$ cat src/rtl/atk16_mem_pkg.sv
// Shared definitions for the SRAM arbiter slice.
//   - arb_state_t : access sequencer states
//   - PORT_CU / PORT_AUX : requester indices (control unit, auxiliary master)
//   - DEF_ADDR_W / DEF_DATA_W : default SRAM word address and data widths
//   - gnt_idx() : converts a one-hot two-port grant into a port index
package atk16_mem_pkg;

  localparam int unsigned DEF_ADDR_W = 16;
  localparam int unsigned DEF_DATA_W = 16;

  // Width of the ACCESS down-counter; supports ACCESS_CYCLES of 1..15.
  localparam int unsigned CNT_W = 4;

  localparam logic PORT_CU  = 1'b0;
  localparam logic PORT_AUX = 1'b1;

  typedef enum logic [1:0] {
    IDLE   = 2'd0,
    SETUP  = 2'd1,
    ACCESS = 2'd2,
    DONE   = 2'd3
  } arb_state_t;

  // One-hot grant {aux, cu} to port index; only meaningful when a grant is present.
  function automatic logic gnt_idx(input logic [1:0] gnt);
    return gnt[1];
  endfunction

endpackage

$ cat src/rtl/sram_arbiter_rr_arb2.sv
// Two-requester round-robin arbiter.
// Ports:
//   clk, rst_n : clock, asynchronous active-low reset
//   i_req      : request vector {aux, cu}
//   i_update   : commit the current grant into the last-grant history
//   o_gnt      : one-hot grant (combinational from i_req and history)
// After reset the history points at port 1, so port 0 wins the first tie.
module rr_arb2 (
  input  logic       clk,
  input  logic       rst_n,
  input  logic [1:0] i_req,
  input  logic       i_update,
  output logic [1:0] o_gnt
);

  logic r_last_gnt;

  always_comb begin
    o_gnt = 2'b00;
    case (i_req)
      2'b01:   o_gnt = 2'b01;
      2'b10:   o_gnt = 2'b10;
      // Tie: the port that was not served last time wins.
      2'b11:   o_gnt = r_last_gnt ? 2'b01 : 2'b10;
      default: o_gnt = 2'b00;
    endcase
  end

  always_ff @(posedge clk or negedge rst_n) begin
    if (!rst_n) begin
      r_last_gnt <= 1'b1;
    end else if (i_update && (|o_gnt)) begin
      r_last_gnt <= o_gnt[1];
    end
  end

endmodule

$ cat src/rtl/sram_arbiter.sv
// Two-master arbiter and access sequencer for a single asynchronous SRAM.
// Each access runs IDLE -> SETUP -> ACCESS (ACCESS_CYCLES) -> DONE -> IDLE,
// so one access occupies ACCESS_CYCLES+3 cycles and the ack pulse lands in
// cycle ACCESS_CYCLES+2 counted from the IDLE cycle that sampled the request.
// Ports:
//   clk, rst_n                : clock, asynchronous active-low reset
//   m0_* / m1_*               : master ports (req/we/addr/wdata in, rdata/ack out)
//                               port 0 = control unit, port 1 = auxiliary master
//   sram_cs_n/oe_n/we_n       : SRAM strobes, active low, registered
//   sram_addr, sram_dq_out    : SRAM address and write data, registered
//   sram_dq_in                : read data from the pads
//   sram_dq_oe                : pad output enable (1 = drive SD)
//   busy                      : high whenever the sequencer is not in IDLE
// ACCESS_CYCLES must be in 1..15.
module sram_arbiter
  import atk16_mem_pkg::*;
#(
  parameter int unsigned ADDR_W        = DEF_ADDR_W,
  parameter int unsigned DATA_W        = DEF_DATA_W,
  parameter int unsigned ACCESS_CYCLES = 2
) (
  input  logic              clk,
  input  logic              rst_n,

  input  logic              m0_req,
  input  logic              m0_we,
  input  logic [ADDR_W-1:0] m0_addr,
  input  logic [DATA_W-1:0] m0_wdata,
  output logic [DATA_W-1:0] m0_rdata,
  output logic              m0_ack,

  input  logic              m1_req,
  input  logic              m1_we,
  input  logic [ADDR_W-1:0] m1_addr,
  input  logic [DATA_W-1:0] m1_wdata,
  output logic [DATA_W-1:0] m1_rdata,
  output logic              m1_ack,

  output logic              sram_cs_n,
  output logic              sram_oe_n,
  output logic              sram_we_n,
  output logic [ADDR_W-1:0] sram_addr,
  input  logic [DATA_W-1:0] sram_dq_in,
  output logic [DATA_W-1:0] sram_dq_out,
  output logic              sram_dq_oe,
  output logic              busy
);

  localparam logic [CNT_W-1:0] CNT_LAST = CNT_W'(ACCESS_CYCLES - 1);

  arb_state_t        r_state;
  logic [CNT_W-1:0]  r_cnt;
  logic              r_port;
  logic              r_we;
  logic              r_cs_n;
  logic              r_oe_n;
  logic              r_we_n;
  logic [ADDR_W-1:0] r_addr;
  logic [DATA_W-1:0] r_dq_out;
  logic              r_dq_oe;
  logic              r_ack0;
  logic              r_ack1;
  logic [DATA_W-1:0] r_rdata0;
  logic [DATA_W-1:0] r_rdata1;
  logic              r_busy;

  logic [1:0]        w_gnt;
  logic              w_update;
  logic              w_sel_aux;
  logic              w_sel_we;
  logic [ADDR_W-1:0] w_sel_addr;
  logic [DATA_W-1:0] w_sel_wdata;

  // Requests are only looked at in IDLE; the history advances on each grant taken there.
  assign w_update = (r_state == IDLE);

  rr_arb2 u_arb (
    .clk      (clk),
    .rst_n    (rst_n),
    .i_req    ({m1_req, m0_req}),
    .i_update (w_update),
    .o_gnt    (w_gnt)
  );

  assign w_sel_aux   = gnt_idx(w_gnt);
  assign w_sel_we    = w_sel_aux ? m1_we    : m0_we;
  assign w_sel_addr  = w_sel_aux ? m1_addr  : m0_addr;
  assign w_sel_wdata = w_sel_aux ? m1_wdata : m0_wdata;

  // Every pin-facing value below is a flop output; the strobe pattern for a
  // state is loaded on the edge that enters it.
  always_ff @(posedge clk or negedge rst_n) begin
    if (!rst_n) begin
      r_state  <= IDLE;
      r_cnt    <= '0;
      r_port   <= PORT_CU;
      r_we     <= 1'b0;
      r_cs_n   <= 1'b1;
      r_oe_n   <= 1'b1;
      r_we_n   <= 1'b1;
      r_addr   <= '0;
      r_dq_out <= '0;
      r_dq_oe  <= 1'b0;
      r_ack0   <= 1'b0;
      r_ack1   <= 1'b0;
      r_rdata0 <= '0;
      r_rdata1 <= '0;
      r_busy   <= 1'b0;
    end else begin
      case (r_state)
        IDLE: begin
          r_ack0 <= 1'b0;
          r_ack1 <= 1'b0;
          if (|w_gnt) begin
            r_port  <= w_sel_aux;
            r_we    <= w_sel_we;
            r_addr  <= w_sel_addr;
            r_cs_n  <= 1'b0;
            r_dq_oe <= w_sel_we;
            r_busy  <= 1'b1;
            if (w_sel_we) begin
              r_dq_out <= w_sel_wdata;
            end
            r_state <= SETUP;
          end
        end

        SETUP: begin
          r_oe_n  <= r_we;
          r_we_n  <= ~r_we;
          r_cnt   <= CNT_LAST;
          r_state <= ACCESS;
        end

        ACCESS: begin
          if (r_cnt == '0) begin
            r_oe_n <= 1'b1;
            r_we_n <= 1'b1;
            if (!r_we) begin
              if (r_port == PORT_AUX) begin
                r_rdata1 <= sram_dq_in;
              end else begin
                r_rdata0 <= sram_dq_in;
              end
            end
            r_ack0  <= (r_port == PORT_CU);
            r_ack1  <= (r_port == PORT_AUX);
            r_state <= DONE;
          end else begin
            r_cnt <= r_cnt - 1'b1;
          end
        end

        DONE: begin
          // Address and write data stay put through DONE for write hold time.
          r_ack0  <= 1'b0;
          r_ack1  <= 1'b0;
          r_cs_n  <= 1'b1;
          r_dq_oe <= 1'b0;
          r_busy  <= 1'b0;
          r_state <= IDLE;
        end

        default: begin
          r_state <= IDLE;
        end
      endcase
    end
  end

  assign sram_cs_n   = r_cs_n;
  assign sram_oe_n   = r_oe_n;
  assign sram_we_n   = r_we_n;
  assign sram_addr   = r_addr;
  assign sram_dq_out = r_dq_out;
  assign sram_dq_oe  = r_dq_oe;
  assign m0_ack      = r_ack0;
  assign m1_ack      = r_ack1;
  assign m0_rdata    = r_rdata0;
  assign m1_rdata    = r_rdata1;
  assign busy        = r_busy;

endmodule

$ cat config.mk
export PLATFORM = sky130hd
export DESIGN_NAME = sram_arbiter
export DESIGN_NICKNAME = d
export VERILOG_FILES = /design/src/rtl/atk16_mem_pkg.sv /design/src/rtl/sram_arbiter_rr_arb2.sv /design/src/rtl/sram_arbiter.sv
export SDC_FILE = /design/constraint.sdc
export NUM_CORES = 1
export LEC_CHECK = 0
export ABC_AREA = 1
export CORE_ASPECT_RATIO = 1.5
export CORE_MARGIN = 4
export CORE_UTILIZATION = 35
export DETAILED_ROUTE_END_ITERATION = 16
export PLACE_DENSITY = 0.72
export RECOVER_POWER = 25
export SLEW_MARGIN = 20
export SYNTH_ARGS = -nofsm -noshare
export SYNTH_HDL_FRONTEND = slang
export SYNTH_SLANG_ARGS = --single-unit
$ cat constraint.sdc
create_clock -name clk -period 2.3 [get_ports clk]
set_input_delay 0.345 -clock clk [delete_from_list [all_inputs] [get_ports clk]]
set_output_delay 0.345 -clock clk [all_outputs]
set_load 0.01 [all_outputs]
---- Word level (Yosys, flattened, before mapping) ----
Cells that the tools add are included.
storage, ports and cells
  register bits after elaboration ......... 80
  latch bits .............................. 0
  bits in writable memories ............... 0
  bits in read-only memories .............. 0
  input bits .............................. 86
  output and inout port bits .............. 71
  word-level logic and storage cells ...... 68
  memories kept ........................... 0
operators by class
  add/subtract/negate cells ............... 1
  $mul .................................... 0
  divide/modulo/power cells ............... 0
  $lt $le $gt $ge ......................... 0
  equal/unequal tests ..................... 9
  shift-type cells ........................ 0
  muxes and demuxes ....................... 23
  bitwise logic cells ..................... 2
  reduce and logical (&&, ||, !) cells .... 17
operators with widths
  cell                 count
  $mux 16              2
  $pmux 1 s2           7
  $reduce_and 2->1     6
  $eq 2x2->1 const B   4
  $pmux 2 s4           1
  $pmux 4 s2           1
  $reduce_and 4->1     2
  $mux 1               7
  $mux 2               3
  $ne 2x2->1 const B   3
  $pmux 2 s3           1
  $reduce_bool 2->1    3
  $eq 2x1->1 const B   2
  $logic_not 4->1      1
  $mux 4               1
  $reduce_or 2->1      2
  $sub 4x1->4 const B  1
  $reduce_and 3->1     1
  $logic_not 2->1      1
  $not 1->1            2
  $logic_and 1x1->1    1

---- Depth between registers and ports, before layout ----
Gate-level depths: netlist (run 1).
  word-level depth ........................ 5
  mapped depth ............................ 8
  depth with buffers taken out ............ 8

---- Modules after synthesis ----
Synthesis (run 1) repeated with hierarchy kept, for this count alone.
second synthesis, totals
  cell total of the unflattened synthesis .. 445
  area, all modules ....................... 3694.8 sq um
by module, submodules not included
  module        times used  cells an instance  area an instance (sq um)  sequential area each (sq um)
  sram_arbiter  1           436                3628.5                    1980.6
  rr_arb2       1           9                  66.3                      26.3

---- Worst setup path after synthesis (run 1) ----
Ideal clock, no wire load.
  path kind ............................... register to register
  start point ............................. reg r_state[0]
  end point ............................... reg r_rdata0[10], in the netlist m0_rdata[10]
  library setup time ...................... 0.117 ns
  data arrival time ....................... 1.368 ns
  setup slack ............................. 0.815 ns
  stages on the path, launching flop included .. 9
  path through ............................ dfrtp_1 inv_1 ha_1 inv_1 nor2_8 nand3_4 buf_6 nand2_1 nand2_1
on the way
  longest elaborated chain between the ends .. 2
RTL lines
  what                               RTL line             source
  start: declaration                 sram_arbiter.sv:51   arb_state_t r_state;
  start signal: assignment           sram_arbiter.sv:94   r_state <= IDLE;
  start signal: assignment           sram_arbiter.sv:124  r_state <= SETUP;
  start signal: assignment           sram_arbiter.sv:132  r_state <= ACCESS;
  $eq 2x2->1                         sram_arbiter.sv:110  case (r_state)
  $reduce_and 4->1 (no source line)  -
  end signal: assignment             sram_arbiter.sv:143  r_rdata0 <= sram_dq_in;
  end: declaration                   sram_arbiter.sv:63   logic [DATA_W-1:0] r_rdata0;
Every way passes these cells.
A chain may end at the register's enable or synchronous reset.

---- Worst setup path after layout (run 1) ----
  start point ............................. reg r_state[0]
  end point ............................... reg r_rdata0[2], in the netlist m0_rdata[2]
Same word-level chain as after synthesis.

==> results of run 1 <==
[worst min-delay path, cell delays in order, from the launching register on]
cell     delay [ns]
dfstp_2        0.37
nand2_1        0.05
nand2_1        0.04
[flip-flops by register name, indices dropped and copies added, names as in the netlist, 2 cells and up]
signal,cells
m1_rdata,16
sram_addr,16
m0_rdata,16
r_state,2
sram_dq_out,16
r_cnt,4
[metal layers]
metal,GRT usage [%],up-vias,routed length [um]
met5,0,-,0
met4,6.12,0,202
met3,5.56,15,965
met2,29.6,169,5040
met1,20.0,1649,4080
li1,-,1738,-
[worst paths after layout]
kind | cells past startpoint | from | slack (ns) | to
min | 2 | sram_cs_n$_DFFE_PN1P_ | 0.46 | sram_cs_n$_DFFE_PN1P_
max | 7 | r_state[0]$_DFFE_PN0P_ | 0.40 | m0_rdata[2]$_DFFE_PN0P_
max reg2reg | 7 | r_state[0]$_DFFE_PN0P_ | 0.40 | m0_rdata[2]$_DFFE_PN0P_
min in group asynchronous | 2 | rst_n | 0.71 | m0_rdata[11]$_DFFE_PN0P_
max in group asynchronous | 3 | rst_n | 0.79 | sram_we_n$_DFFE_PN1P_
min reg2reg | 2 | sram_cs_n$_DFFE_PN1P_ | 0.46 | sram_cs_n$_DFFE_PN1P_
[power breakdown]
| group | internal [mW] | leakage (nW) | total [mW] | switching (mW) |
|---|---|---|---|---|
| logic | 1.71 | 1.59 | 3.49 | 1.78 |
| clock network | 1.09 | 0.173 | 1.65 | 0.559 |
| registers | 2.13 | 0.945 | 2.54 | 0.409 |
[Yosys cell counts (all sizes together)]
master and number:
a21oi 2, a31oi 16, and2 1, buf 19
clkbuf 4, clkinv 2, dfrtp 76, dfstp 4
ha 7, inv 31, nand2 172, nand3 42
nand3b 1, nand4 16, nor2 25, o21ai 26
xnor2 1
[through the flow]
step | cells | util, % | total power [mW] | hold WS, ns
after global routing | 743 | 56.1 | 8.26 | 0.497
after floorplan | 445 | - | 4.24 | 0.0494
after detailed placement | 726 | 52.6 | 6.08 | 0.342
after CTS | 743 | 56.1 | 7.78 | 0.469
final | 743 | 56.1 | 7.68 | 0.463
after global placement | 726 | 52.6 | 5.97 | 0.340
[cell type report]
cell class / count / area share (%)
Sequential cell: 80 / 34.9
Timing Repair Buffer: 164 / 28.4
Multi-Input combinational cell: 309 / 25.3
Clock buffer: 10 / 4.16
Tap cell: 141 / 3.07
Inverter: 33 / 2.15
Clock inverter: 6 / 2.02
[cells by family (layout without fill, tap and decap cells)]
group                    after synthesis  after routing  share of synthesized area [%]
adder cells (fa/ha/maj)                7              7                           2.36
flip-flops                            80             80                           54.1
buffers and inverters                 56            213                           6.71
AND/OR/NAND/NOR                      257            257                           30.2
AO/OA/AOI/OAI                         44             44                           6.47
XOR/XNOR                               1              1                          0.236
==> results.py, run 1 <==
metrics = {
    "min_path": {
        "holdCritPathClass": "register to register",
    },
    "setup_path": {
        "cp_max_fo": 27,
        "crit_path_end_kind": "register",
        "max_stage_delay_ns": 0.42,
        "critical-path-top-delay-family": "simple AND/OR/NAND/NOR gates",
        "crit_path_top_delay_cell": "dfrtp_1",
        "path_buf_inv": 2,
        "worstSetupPathType": "register to register",
        "crit_arrival_ns": 2.11,
        "crit_path_start_kind": "register",
        "worst_ep_required_time_ns": 2.52,
        "crit_chain": "inv_1, ha_1, inv_1, nor2_8, nand3_4, nand2_1, nand2_1",
    },
    "clocking": {
        "worstSkewPairLatency_ns": 0.33,
        "cts_hold_buf": 1,
        "cts_tree": "done",
        "root_buffer": "clkbuf_16",
        "clkSinkCount": 80,
        "cts.clk_slew.worst_paths_ns": 0.06,
        "cts_buffer_depth": 2,
        "cts_resized": 0,
        "cts_inserted_buffers": 9,
        "h-tree-depth": 3,
        "post_cts_buffers": 0,
    },
    "timing": {
        "period_share_pct": 82.4,
        "setup_ws_ns": 0.405,
        "timing.final.hold_violations": 0,
        "setup_violations": 0,
        "fmax_mhz": 528,
        "skew_ns": 0.00711,
        "slew_headroom_pct": 35.1,
        "tightest_slew_ns": 0.973,
        "grt_setup_unrepaired": "no",
        "period_needed_ns": 1.90,
        "slew_violations": 0,
        "fin_setup_tns_ns": 0,
    },
    "route": {
        "drc": 0,
        "ant_nets": 0,
        "routed_wirelength_um": 10300,
        "drt_pass1_iterations": 4,
        "wl_per_cell_um": 13.8,
        "via_count": 3571,
        "viasPerCell": 4.81,
        "drt-initial-drc-count": 146,
    },
    "yosys": {
        "synth_top_cell_by_area": "dfrtp_1",
        "yosysSeqAreaShare_pct": 54.1,
        "synth_nets": 538,
        "ys_seq_elements": 80,
        "mappedNetlistArea_sq_mm": 0.00371,
        "synth_top_area_share_pct": 51.2,
        "syn_avg_cell_area_sq_um": 8.34,
        "ys_types": 27,
        "yosysWarnings": 0,
        "synth.area.top_cells": "dfrtp_1 51%, nand2_1 17%, nand3_1 5.4%",
        "synth_cells": 445,
    },
    "power": {
        "vdd_drop_max_uv": 486,
        "p_leak_nw": 2.71,
        "p_per_area_mw_per_mm2": 1340,
    },
    "global_routing": {
        "antenna_found_initial": 0,
        "grt_pass1_vias": 3666,
        "grt_use_total_pct": 17.2,
        "grt_max_degree": 49,
        "grt_pass1_wl_um": 17100,
        "gr-total-overflow": 0,
    },
    "run_status": {
        "status": "completed",
    },
    "die": {
        "die_h_um": 134,
        "die_w_um": 92.1,
        "num_rows": 45,
        "initial_core_util_pct": 36.2,
        "die_area_sq_mm": 0.0124,
        "pin_count": 157,
        "core-area_sq_mm": 0.0102,
    },
    "cells_and_area": {
        "syn_to_final_growth_pct": 54.9,
        "nets": 690,
        "finalInstanceArea_sq_mm": 0.00575,
        "multiInputGateArea_sq_mm": 0.00146,
        "final_common_cell": "nand2_1",
        "fillers": 926,
        "seq_area_sq_mm": 0.00201,
        "drive_gt1_share_pct": 5.98,
        "diodes": 0,
        "layout_common_cells": "169 x nand2_1, 155 x clkdlybuf4s50_1, 76 x dfrtp_1",
    },
    "place": {
        "dp_hpwl_um": 7870,
        "place_area_sq_mm": 0.00539,
        "place_ws_ns": 0.362,
        "place.port_buffers": 156,
        "gp_congestion": 0.801,
    },
    "flow_run": {
        "maxCapViolCount": 0,
    },
}
Power figures use the tool's default switching activity.
==> run 2, diff against run 1 <==
==> constraint.sdc (replaced) <==
create_clock -name clk -period 1.8 [get_ports clk]
set_input_delay 0.27 -clock clk [delete_from_list [all_inputs] [get_ports clk]]
set_output_delay 0.27 -clock clk [all_outputs]
set_load 0.01 [all_outputs]
==> run 2 against run 1 <==
Clock power up 25%; sequential cell count unchanged; global-route usage up 0.16 points; critical path depth unchanged; hold slack worse by 0.00090 ns; power up 29%; clock-buffer cell count up 1.
==> results.py, run 2 (synthesis gave the netlist of run 1 again) <==
metrics = {
    "route": {
        "drt_pass1_iterations": 5,
        "wl_met3_um": 876,
        "met1_length_um": 4270,
        "routed.top_layer": "met4",
        "viasPerCell": 4.69,
        "via_count": 3516,
        "routed_wirelength_um": 10700,
        "dr_wl_met2_um": 5330,
        "wl_per_cell_um": 14.2,
        "ant_nets": 0,
        "drc": 0,
        "drt-initial-drc-count": 93,
    },
    "setup_path": {
        "crit_start": "r_state[0]$_DFFE_PN0P_",
        "crit_path_end_kind": "register",
        "worst_ep_required_time_ns": 2.02,
        "crit_arrival_ns": 1.90,
        "crit_path_start_kind": "register",
        "worstSetupPathType": "register to register",
        "r2r-end": "m0_rdata[14]$_DFFE_PN0P_",
        "rrSetupSlack_ns": 0.12,
        "r2r_cells": 7,
        "cp_max_fo": 8,
        "r2r_start": "r_state[0]$_DFFE_PN0P_",
    },
    "die": {
        "core-area_sq_mm": 0.0102,
        "pin_count": 157,
        "initial_core_util_pct": 36.2,
        "die_w_um": 92.1,
        "die_h_um": 134,
        "num_rows": 45,
        "die_area_sq_mm": 0.0124,
    },
    "global_routing": {
        "antenna_found_initial": 0,
        "grt_pass1_vias": 3597,
        "grt_use_total_pct": 17.3,
        "grt_pass1_wl_um": 17100,
        "grt_max_degree": 49,
        "gr-total-overflow": 0,
    },
    "timing": {
        "fmax_mhz": 594,
        "tightest_slew_ns": 0.709,
        "slew_headroom_pct": 52.7,
        "period_needed_ns": 1.68,
        "skew_ns": 0.00756,
        "timing.final.hold_violations": 0,
        "slew_violations": 0,
        "setup_violations": 0,
        "fin_setup_tns_ns": 0,
        "setup_ws_ns": 0.117,
        "period_share_pct": 93.5,
        "grt_setup_unrepaired": "no",
    },
    "place": {
        "gp_congestion": 0.764,
        "dp_hpwl_um": 7790,
        "dp.cells": 730,
        "place.port_buffers": 156,
        "place_ws_ns": -0.0102,
    },
    "cells_and_area": {
        "diodes": 0,
        "drive_gt1_share_pct": 6.91,
        "fillers": 953,
        "multiInputGateArea_sq_mm": 0.00149,
        "layout_common_cells": "169 x nand2_1, 155 x clkdlybuf4s50_1, 76 x dfrtp_1",
        "seq_area_sq_mm": 0.00201,
        "final_common_cell": "nand2_1",
        "syn_to_final_growth_pct": 57.5,
        "nets": 696,
        "final_cells": 749,
    },
    "clocking": {
        "post_cts_buffers": 0,
        "root_buffer": "clkbuf_16",
        "worstSkewPairLatency_ns": 0.33,
        "clkSinkCount": 80,
        "cts.clk_slew.worst_paths_ns": 0.06,
        "cts_tree": "done",
        "cts_buffer_depth": 2,
        "h-tree-depth": 3,
        "cts_inserted_buffers": 9,
    },
    "min_path": {
        "holdPathStages": 2,
        "holdPathEnd": "sram_cs_n$_DFFE_PN1P_",
        "hold_start": "sram_cs_n$_DFFE_PN1P_",
        "holdCritPathClass": "register to register",
    },
    "power": {
        "p_leak_nw": 2.73,
        "p_total_mw": 9.95,
        "vdd_drop_max_uv": 674,
        "p_per_area_mw_per_mm2": 1700,
    },
    "run_status": {
        "status": "completed",
    },
    "flow_run": {
        "maxCapViolCount": 0,
    },
}
run 2: cell types whose count changed in the layout (fill, tap and decap cells not counted), sizes merged:
cell      delta
clkinv       -2
nand3        +2
clkbuf       +1
buf          +4
clkinvlp     +1
run 2: critical path, cell delays in order, from the launching register on:
cell,delay [ns]
dfrtp_1,0.42
inv_1,0.13
ha_2,0.24
inv_1,0.13
nor2_8,0.23
nand3_2,0.26
nand2_1,0.12
nand2_1,0.06
run 2: area by class of cell:
type	instances	share of cell area, %
Sequential cell	80	34.3
Timing Repair Buffer	168	29.3
Multi-Input combinational cell	311	25.5
Clock buffer	11	3.98
Tap cell	141	3.02
Inverter	33	2.12
Clock inverter	5	1.82
run 2: per-layer routing:
| metal | global-route usage [%] | up-vias |
|---|---|---|
| met1 | 19.9 | 1604 |
| met2 | 30.2 | 141 |
| met3 | 6.06 | 15 |
| met5 | 0 | - |
| li1 | - | 1756 |
| met4 | 5.29 | 0 |
run 2: worst max path at each step:
stage / endpoint / slack, ns / cells after the start
floorplan: m0_rdata[10]$_DFFE_PN0P_ / 0.31 / 8
finish: m0_rdata[14]$_DFFE_PN0P_ / 0.12 / 7
global placement: sram_dq_out[15]$_DFFE_PN0P_ / 0.07 / 6
CTS: r_cnt[0]$_DFFE_PN0P_ / 0.08 / 7
detailed placement: sram_dq_oe$_DFFE_PN0P_ / -0.01 / 5
global route: m0_rdata[1]$_DFFE_PN0P_ / 0.005 / 7
run 2: per-stage QoR:
stage | hold WS (ns) | util (%) | area [sq um]
after floorplan | -0.0256 | - | 3710
after global placement | 0.208 | 53.4 | 5470
after detailed placement | 0.215 | 53.4 | 5470
after CTS | 0.423 | 56.8 | 5820
after global routing | 0.482 | 57.1 | 5850
final | 0.462 | 57.1 | 5850
run 2: timing repair:
action,in CTS,in global routing
pin swaps,0,3
resized for setup,1,2
setup endpoints to repair,1,14
hold buffers,1,0
gates cloned,0,2
hold endpoints to repair,22,0
run 2: power breakdown:
group	switching [mW]	leakage [nW]	internal (mW)	total (mW)
clock network	0.699	0.160	1.36	2.06
logic	2.35	1.63	2.29	4.64
registers	0.524	0.945	2.72	3.24
==> run 3, diff against run 2 <==
--- a/config.mk
+++ b/config.mk
@@ -8,9 +8,10 @@
 export ABC_AREA = 1
 export CORE_ASPECT_RATIO = 1.5
 export CORE_MARGIN = 4
-export CORE_UTILIZATION = 35
+export CORE_UTILIZATION = 38
+export CTS_CLUSTER_DIAMETER = 120
 export DETAILED_ROUTE_END_ITERATION = 16
-export PLACE_DENSITY = 0.72
+export PLACE_DENSITY = 0.77
 export RECOVER_POWER = 25
 export SLEW_MARGIN = 20
 export SYNTH_ARGS = -nofsm -noshare
==> run 3 against run 2 <==
Clock skew is 0.0028 ns lower; cell area down 2.0%; via count rose by 1.6%; power is 3.9% lower; sequential share of layout area is 0.70 points higher; final cell count down 2.9%; register-to-register slack better by 0.02 ns; clock-buffer cell count is 4 higher; first-iteration DRC count is 5.4% higher; non-clock buffer count rose by 7.
==> results.py, run 3 (synthesis gave the netlist of run 1 again) <==
metrics = {
    "setup_path": {
        "r2r_start": "r_state[0]$_DFFE_PN0P_",
        "path_buf_inv": 1,
        "crit_start": "sram_cs_n$_DFFE_PN1P_",
        "critical-path-top-delay-family": "buffers and inverters",
        "worst_ep_required_time_ns": 1.53,
        "crit_path_end_kind": "primary output",
        "crit_chain": "clkdlybuf4s50_1",
        "max_stage_delay_ns": 0.56,
        "crit_path_start_kind": "register",
        "crit_path_top_delay_cell": "clkdlybuf4s50_1",
        "crit_arrival_ns": 1.41,
        "cp_max_fo": 2,
        "worstSetupPathType": "register to primary output",
    },
    "cells_and_area": {
        "drive_gt1_share_pct": 7.64,
        "layout_common_cells": "169 x nand2_1, 155 x clkdlybuf4s50_1, 76 x dfrtp_1",
        "utilization_pct": 60.9,
        "fillers": 812,
        "syn_to_final_growth_pct": 54.4,
        "final_common_cell": "nand2_1",
        "diodes": 0,
        "nets": 703,
    },
    "timing": {
        "slew_headroom_pct": 49.0,
        "setup_violations": 0,
        "timing.final.hold_violations": 0,
        "skew_ns": 0.00478,
        "tightest_slew_ns": 0.764,
        "fmax_mhz": 594,
        "grt_setup_unrepaired": "no",
        "period_needed_ns": 1.68,
        "holdWs_ns": 0.457,
        "fin_setup_tns_ns": 0,
        "slew_violations": 0,
        "period_share_pct": 93.5,
    },
    "flow_run": {
        "maxCapViolCount": 0,
    },
    "clocking": {
        "cts_buffer_depth": 2,
        "cts_tree": "done",
        "worstSkewPairLatency_ns": 0.33,
        "h-tree-depth": 3,
        "clkSinkCount": 80,
        "cts.clk_slew.worst_paths_ns": 0.06,
        "root_buffer": "clkbuf_16",
        "cts_inserted_buffers": 9,
    },
    "route": {
        "ant_nets": 0,
        "wl_per_cell_um": 14.7,
        "drc": 0,
        "routed_wirelength_um": 10700,
        "drt-initial-drc-count": 98,
        "drt_pass1_iterations": 5,
        "via_count": 3571,
        "viasPerCell": 4.91,
    },
    "place": {
        "gp_congestion": 0.798,
        "place.port_buffers": 156,
        "dp_hpwl_um": 7990,
    },
    "run_status": {
        "status": "completed",
    },
    "global_routing": {
        "gr-total-overflow": 0,
        "grt_pass1_wl_um": 16000,
        "grt_use_total_pct": 17.8,
        "antenna_found_initial": 0,
        "grt_max_degree": 39,
        "grt_pass1_vias": 3446,
    },
    "power": {
        "pwr-share-clk_pct": 17.1,
        "switching_share_pct": 37.3,
        "p_total_mw": 9.55,
        "power.internal_mw": 5.99,
        "p_leak_nw": 2.72,
        "comb_power_share_pct": 48.8,
        "p_sw_mw": 3.57,
        "seqPwrFrac_pct": 34.1,
        "vdd_drop_max_uv": 943,
        "p_per_area_mw_per_mm2": 1670,
    },
    "die": {
        "num_rows": 43,
        "die_area_sq_mm": 0.0114,
        "pin_count": 157,
        "initial_core_util_pct": 39.4,
        "die_h_um": 129,
        "core-area_sq_mm": 0.00942,
        "die_w_um": 88.7,
    },
    "min_path": {
        "hold_start": "sram_cs_n$_DFFE_PN1P_",
        "holdCritPathClass": "register to register",
    },
}
run 3: cell count changes in the layout (fill, tap and decap cells not counted), sizes merged:
cell / previous run / this run
clkbuf: 12 / 17
nand3: 44 / 43
buf: 11 / 17
clkinvlp: 1 / 0
nor2: 25 / 26
bufinv: 3 / 0
run 3: tightest hold or removal path, cell delays in order (launching register included):
cell and delay [ns]:
dfstp_2 0.36, nand2_1 0.05, nand2_1 0.04
run 3: what timing repair did:
item | CTS | global route
buffers inserted | 0 | 5
hold endpoints to repair | 28 | 0
hold buffers | 1 | 0
endpoints found under the setup margin | 0 | 32
resized for setup | 0 | 6
run 3: power groups by stage:
stage,sequential (mW),clock [mW],combinational [mW]
finish,3.26,1.63,4.66
global route,3.35,1.73,5.12
CTS,3.26,1.66,4.56
detailed placement,3.27,0,4.55
global placement,3.23,0,4.41
floorplan,3.56,0,1.85
run 3: path summary, 6_finish.rpt:
path                                            end  slack (ns)  cells past startpoint
setup / recovery                          sram_cs_n        0.12                      1
hold / removal                sram_cs_n$_DFFE_PN1P_        0.46                      2
setup reg to reg             sram_dq_oe$_DFFE_PN0P_        0.14                      6
hold reg to reg               sram_cs_n$_DFFE_PN1P_        0.46                      2
max in group asynchronous  sram_addr[4]$_DFFE_PN0P_        0.27                      3
min in group asynchronous   m0_rdata[3]$_DFFE_PN0P_        0.55                      2
run 3: area by class of cell:
type | count | area [sq um] | share of cell area, %
clock inverters | 1 | 5.00 | 0.0873
repair buffers | 175 | 1710 | 29.8
well taps | 112 | 140 | 2.44
clock buffers | 15 | 258 | 4.50
multi-input cells | 311 | 1490 | 26.0
inverters | 33 | 124 | 2.16
flip-flops and latches | 80 | 2010 | 35.0
run 3: stage by stage:
| stage | std cells | setup slack [ns] | area (sq um) |
|---|---|---|---|
| after floorplan | 445 | 0.315 | 3710 |
| after global placement | 703 | 0.156 | 5400 |
| after detailed placement | 703 | 0.0916 | 5400 |
| after CTS | 720 | 0.0861 | 5670 |
| after global routing | 727 | 0.00448 | 5730 |
| final | 727 | 0.116 | 5730 |
run 3: layer usage:
metal	vias to the layer above	GRT usage (%)	routed length [um]
li1	1764	-	-
met1	1656	19.8	4130
met2	137	31.3	5520
met3	14	5.79	886
met4	0	6.14	172
met5	-	0	0
